**src/rtl/piano_track_scheduler.sv**
```systemverilog
// Multi-track note register: one active note plus a one-deep pending slot per track,
// with tick-based auto-release of timed notes. Feeds the tone generators via oTracks.
module piano_track_scheduler #(
   parameter  int TRACKS   = 4,
   parameter  int NOTE_W   = 6,
   parameter  int DUR_W    = 8,
   parameter  int TICK_DIV = 100000,
   localparam int TRK_W    = (TRACKS > 1) ? $clog2(TRACKS) : 1
) (
   input  logic                     iFpgaClock,
   input  logic                     iFpgaReset,
   input  logic                     iCmdValid,
   input  logic [TRK_W-1:0]         iCmdTrack,
   input  logic [NOTE_W-1:0]        iCmdNote,
   input  logic [DUR_W-1:0]         iCmdDur,
   input  logic                     iCmdQueue,
   input  logic                     iStopAll,
   output logic                     oCmdReady,
   output logic [TRACKS*NOTE_W-1:0] oTracks,
   output logic [TRACKS-1:0]        oBusy,
   output logic [TRACKS-1:0]        oDone
);
   localparam int CNT_W = $clog2(TICK_DIV);

   logic [CNT_W-1:0]                 cnt_q, cnt_d;
   logic                             tick;
   logic [TRACKS-1:0][NOTE_W-1:0]    note_q, note_d, pnote_q, pnote_d;
   logic [TRACKS-1:0][DUR_W-1:0]     remain_q, remain_d, pdur_q, pdur_d;
   logic [TRACKS-1:0]                busy_q, busy_d, sustain_q, sustain_d;
   logic [TRACKS-1:0]                pvalid_q, pvalid_d, done_q, done_d;
   logic [TRACKS-1:0]                sel, expire;
   logic                             cmd_acc;

   assign tick  = (cnt_q == CNT_W'(TICK_DIV - 1));
   assign cnt_d = tick ? '0 : cnt_q + CNT_W'(1);

   // Out-of-range track numbers select nothing, so the command is silently dropped.
   always_comb begin
      sel    = '0;
      expire = '0;
      for (int k = 0; k < TRACKS; k++) begin
         sel[k]    = (int'(iCmdTrack) == k);
         expire[k] = tick && busy_q[k] && !sustain_q[k] && (remain_q[k] == DUR_W'(1));
      end
   end

   assign oCmdReady = !(iCmdQueue && |(sel & busy_q & pvalid_q));
   assign cmd_acc   = iCmdValid && oCmdReady;

   always_comb begin
      note_d    = note_q;
      remain_d  = remain_q;
      busy_d    = busy_q;
      sustain_d = sustain_q;
      pnote_d   = pnote_q;
      pdur_d    = pdur_q;
      pvalid_d  = pvalid_q;
      done_d    = '0;
      for (int k = 0; k < TRACKS; k++) begin
         if (iStopAll) begin
            note_d[k]    = '0;
            remain_d[k]  = '0;
            busy_d[k]    = 1'b0;
            sustain_d[k] = 1'b0;
            pvalid_d[k]  = 1'b0;
         end else if (cmd_acc && sel[k] && !iCmdQueue) begin
            note_d[k]    = iCmdNote;
            busy_d[k]    = 1'b1;
            sustain_d[k] = (iCmdDur == '0);
            if (iCmdDur != '0) remain_d[k] = iCmdDur;
            pvalid_d[k]  = 1'b0;
         end else begin
            if (expire[k]) begin
               done_d[k] = 1'b1;
               if (pvalid_q[k]) begin
                  note_d[k]    = pnote_q[k];
                  busy_d[k]    = 1'b1;
                  sustain_d[k] = (pdur_q[k] == '0);
                  if (pdur_q[k] != '0) remain_d[k] = pdur_q[k];
                  pvalid_d[k]  = 1'b0;
               end else begin
                  note_d[k]   = '0;
                  busy_d[k]   = 1'b0;
                  remain_d[k] = '0;
               end
            end else if (tick && busy_q[k] && !sustain_q[k] && remain_q[k] > DUR_W'(1)) begin
               remain_d[k] = remain_q[k] - DUR_W'(1);
            end
            // A track freeing up this very cycle takes the queued command directly.
            if (cmd_acc && sel[k] && iCmdQueue) begin
               if (!busy_q[k] || (expire[k] && !pvalid_q[k])) begin
                  note_d[k]    = iCmdNote;
                  busy_d[k]    = 1'b1;
                  sustain_d[k] = (iCmdDur == '0);
                  if (iCmdDur != '0) remain_d[k] = iCmdDur;
               end else begin
                  pvalid_d[k] = 1'b1;
                  pnote_d[k]  = iCmdNote;
                  pdur_d[k]   = iCmdDur;
               end
            end
         end
      end
   end

   always_ff @(posedge iFpgaClock or posedge iFpgaReset) begin
      if (iFpgaReset) begin
         cnt_q     <= '0;
         note_q    <= '0;
         remain_q  <= '0;
         busy_q    <= '0;
         sustain_q <= '0;
         pnote_q   <= '0;
         pdur_q    <= '0;
         pvalid_q  <= '0;
         done_q    <= '0;
      end else begin
         cnt_q     <= cnt_d;
         note_q    <= note_d;
         remain_q  <= remain_d;
         busy_q    <= busy_d;
         sustain_q <= sustain_d;
         pnote_q   <= pnote_d;
         pdur_q    <= pdur_d;
         pvalid_q  <= pvalid_d;
         done_q    <= done_d;
      end
   end

   assign oTracks = note_q;
   assign oBusy   = busy_q;
   assign oDone   = done_q;
endmodule

```
**config.mk**
```make
export PLATFORM = sky130hd
export DESIGN_NAME = piano_track_scheduler
export DESIGN_NICKNAME = d
export VERILOG_FILES = /design/src/rtl/piano_track_scheduler.sv
export SDC_FILE = /design/constraint.sdc
export NUM_CORES = 1
export LEC_CHECK = 0
export CAP_MARGIN = 25
export CORE_ASPECT_RATIO = 0.75
export CORE_MARGIN = 10
export CORE_UTILIZATION = 60
export DETAILED_ROUTE_END_ITERATION = 10
export PLACE_DENSITY = 0.81
export SYNTH_ARGS = -nofsm -noshare
export SYNTH_HDL_FRONTEND = slang
export SYNTH_SLANG_ARGS = --single-unit
export TNS_END_PERCENT = 50
```
**constraint.sdc**
```tcl
create_clock -name iFpgaClock -period 5.8 [get_ports iFpgaClock]
set_input_delay 0.87 -clock iFpgaClock [delete_from_list [all_inputs] [get_ports iFpgaClock]]
set_output_delay 0.87 -clock iFpgaClock [all_outputs]
set_load 0.02 [all_outputs]
```
==> impl_metrics.ini <==
[global_routing]
grt_max_degree = 115
grt_pass1_wl_um = 39200
grt_overflow_total = 0
grt_pass1_vias = 7026
antenna_found_initial = 0
grt_usage_pct = 25.9

[sta]
post-route-min-period_ps = 3780
relSlewSlack_pct = 32.4
fin_tns_setup_ps = 0
drv_slew = 0
fmax_ghz = 0.264
fin_ws_ps = 2020
finClkSkew_ps = 14.4
final-setup-viol-count = 0
worstMarginPinSlew_ps = 1010
rsz0062_at_grt = false
post-route-period-util_pct = 65.3
finalHoldViolations = 0

[worst_setup_path]
cp.arrival_ps = 4110
end_kind = flip-flop
r2r_cells = 8
cp_top_family = simple AND/OR/NAND/NOR gates
cp.required_ps = 6130
path_cells = clkdlybuf4s50_1, or4_1, nor2_1, o21ai_0, o211a_1, or2_2, o211ai_1
worstPathMaxFanout = 14
cp.depth = 7
start_kind = primary input
slowest_stage = nor2_1
path_class = in2reg
slowest_delay_ps = 770
critPathBufInv = 1

[pwr]
leakagePower_nw = 4.06
ir_drop_v = 0.000418
powerDensity_nw_per_um2 = 281

[synth]
synth_edf_count = 0
synth_flop_cell = dfrtp_1
synth-seq-cells = 145
yosys_warnings = 0
async_flop_share_pct = 100
synthesis.nets = 873
synth.cell_area_um2 = 8240
ys_seq_area_share_pct = 44.1
synthCells = 843
syn_area_per_cell_um2 = 9.77
ys_types = 81

[hold_path]
hp-class = reg2reg
hold_depth = 1

[cts]
tritoncts.num_buffers = 17
path_clk_slew_ps = 60
cts_setup_buffers = 0
cts_hold_buffers = 0
post_cts_resized = 0
clockBufferDepth = 2
cts_max_level = 4
insertion_delay_ps = 430
numClockSinks = 145
cts_tree = yes
root_buffer = clkbuf_16

[cells_and_area]
fin_nets = 904
area_growth_pct = 14.6
fillers = 951
mostFrequentLayoutCells = 145 x dfrtp_1, 87 x nor2_1, 78 x nand2_1
drive_above_1_share_pct = 14.7
final_common_cell = dfrtp_1
antennaDiodeCount = 0

[run_status]
status = complete, no violations

[placement]
place.gp.congestion = 0.949
dp_hpwl_um = 16700
port_buffers = 53
detailedPlace.worstSlack_ps = 1790

[drt]
drc = 0
drt_iter0_drc = 901
drt-wirelength-per-cell_um = 23.3
vias = 7399
vias_per_cell = 6.99
drtAntennaViolNets = 0
first_pass_iters = 6
drt-total-wl_um = 24600

[die]
initial_core_util_pct = 62.4
ioPinCount = 54
core_um2 = 13200
fp-row-count = 36
die_area_um2 = 18900
die_h_um = 121
dieWidth_um = 155

[job]
maxCapViolations = 0
[stage by stage]
stage / hold slack (ps) / cell area (um2) / instances / util, % / power, mW
global route: 521 / 9440 / 1058 / 71.5 / 2.74
detailed placement: 490 / 8760 / 1024 / 66.4 / 1.46
finish: 493 / 9440 / 1058 / 71.5 / 2.66
floorplan: 451 / 8240 / 843 / - / 1.34
CTS: 498 / 9400 / 1056 / 71.2 / 2.65
global placement: 469 / 8760 / 1023 / 66.3 / 1.44
[flip-flops by register name (all words and copies together), names as in the netlist]
| signal | cells |
|---|---|
| oTracks | 24 |
| sustain_q | 4 |
| oDone | 4 |
| pnote_q | 24 |
| remain_q | 32 |
| pvalid_q | 4 |
| cnt_q | 17 |
| oBusy | 4 |
| pdur_q | 32 |
[worst paths after layout]
path                               startpoint                       end  slack (ps)
setup / recovery                   iCmdDur[1]  remain_q[30]$_DFFE_PP0P_        2020
hold / removal             cnt_q[0]$_DFF_PP0_        cnt_q[0]$_DFF_PP0_         490
setup reg to reg           cnt_q[0]$_DFF_PP0_     pdur_q[5]$_DFFE_PP0P_        2240
hold reg to reg            cnt_q[0]$_DFF_PP0_        cnt_q[0]$_DFF_PP0_         490
max in group asynchronous          iFpgaReset     pvalid_q[0]$_DFF_PP0_        3880
min in group asynchronous          iFpgaReset     pdur_q[8]$_DFFE_PP0P_         740
[cells in the mapped netlist, types with 3 or more instances]
library cell,number,area (um2)
buf_2,5,25.0
clkbuf_8,3,41.3
or4_1,11,82.6
a31oi_1,5,31.3
o211ai_1,7,52.6
inv_1,19,71.3
nand2b_1,9,56.3
mux2_4,10,150
nand4b_1,3,26.3
xor2_1,15,131
nor2_1,87,327
mux2i_1,3,30.0
o221ai_1,7,61.3
a311oi_1,9,78.8
a211oi_1,30,225
xnor2_1,13,114
nor2b_1,3,18.8
buf_6,3,33.8
a2111oi_0,3,26.3
clkbuf_1,37,139
a21oi_1,36,180
nand4_1,10,62.6
ha_1,9,113
nand3_1,33,165
o21ai_0,25,125
mux2_2,48,541
nor4b_1,9,78.8
nand2_1,78,293
nor4_2,3,37.5
a21o_1,8,60.1
a22oi_1,11,82.6
dfrtp_1,145,3630
nor3_1,25,125
a31o_2,5,43.8
a32oi_1,6,52.6
or3_1,7,43.8
or2_2,7,43.8
and2_1,4,25.0
nor4_1,23,144
and3_1,10,62.6
o31ai_1,5,37.5
[worst register-to-register path: cells and delay by family (launching register included)]
kind	cells	cell delay, ps
mux	1	430
buf+inv	1	410
flops	1	390
simple gates	5	2010
fa+ha+maj	1	220
[routing by layer]
metal  GRT usage [%]  share of wire (%)  wire [um]  vias up
li1                -                  -          -     3212
met1            35.5                 42      10300     3667
met2            38.7                 45      11100      462
met3            8.15                 11       2600       58
met4            7.53                2.4        598        0
met5               0                  0          0        -
[report_power, final]
group / switching [mW] / internal, mW / leakage, nW
sequential: 0.0624 / 1.07 / 1.97
combinational: 0.190 / 0.133 / 1.79
clock: 0.427 / 0.774 / 0.308
total: 0.679 / 1.98 / 4.06
[cell type report]
| class | instances | area [um2] | share of cell area [%] |
|---|---|---|---|
| Multi-Input combinational cell | 627 | 4250 | 45.0 |
| Tap cell | 171 | 214 | 2.27 |
| Timing Repair Buffer | 64 | 632 | 6.69 |
| Clock inverter | 10 | 181 | 1.92 |
| Sequential cell | 145 | 3630 | 38.4 |
| Clock buffer | 22 | 454 | 4.81 |
| Inverter | 19 | 76.3 | 0.809 |
[cell families (layout without fill, tap and decap cells)]
logic type / Yosys count / in the layout / synth area share [%]
AOI/OAI and AO/OA: 188 / 188 / 16.5
xor gates and xnor gates: 28 / 28 / 2.98
adders and majority gates: 9 / 9 / 1.37
buffers and inverters: 71 / 115 / 4.39
DFF: 145 / 145 / 44.1
muxes: 61 / 61 / 8.75
and+or+nand+nor: 341 / 341 / 22.0
Note: power is estimated with default switching activity, not from simulation.
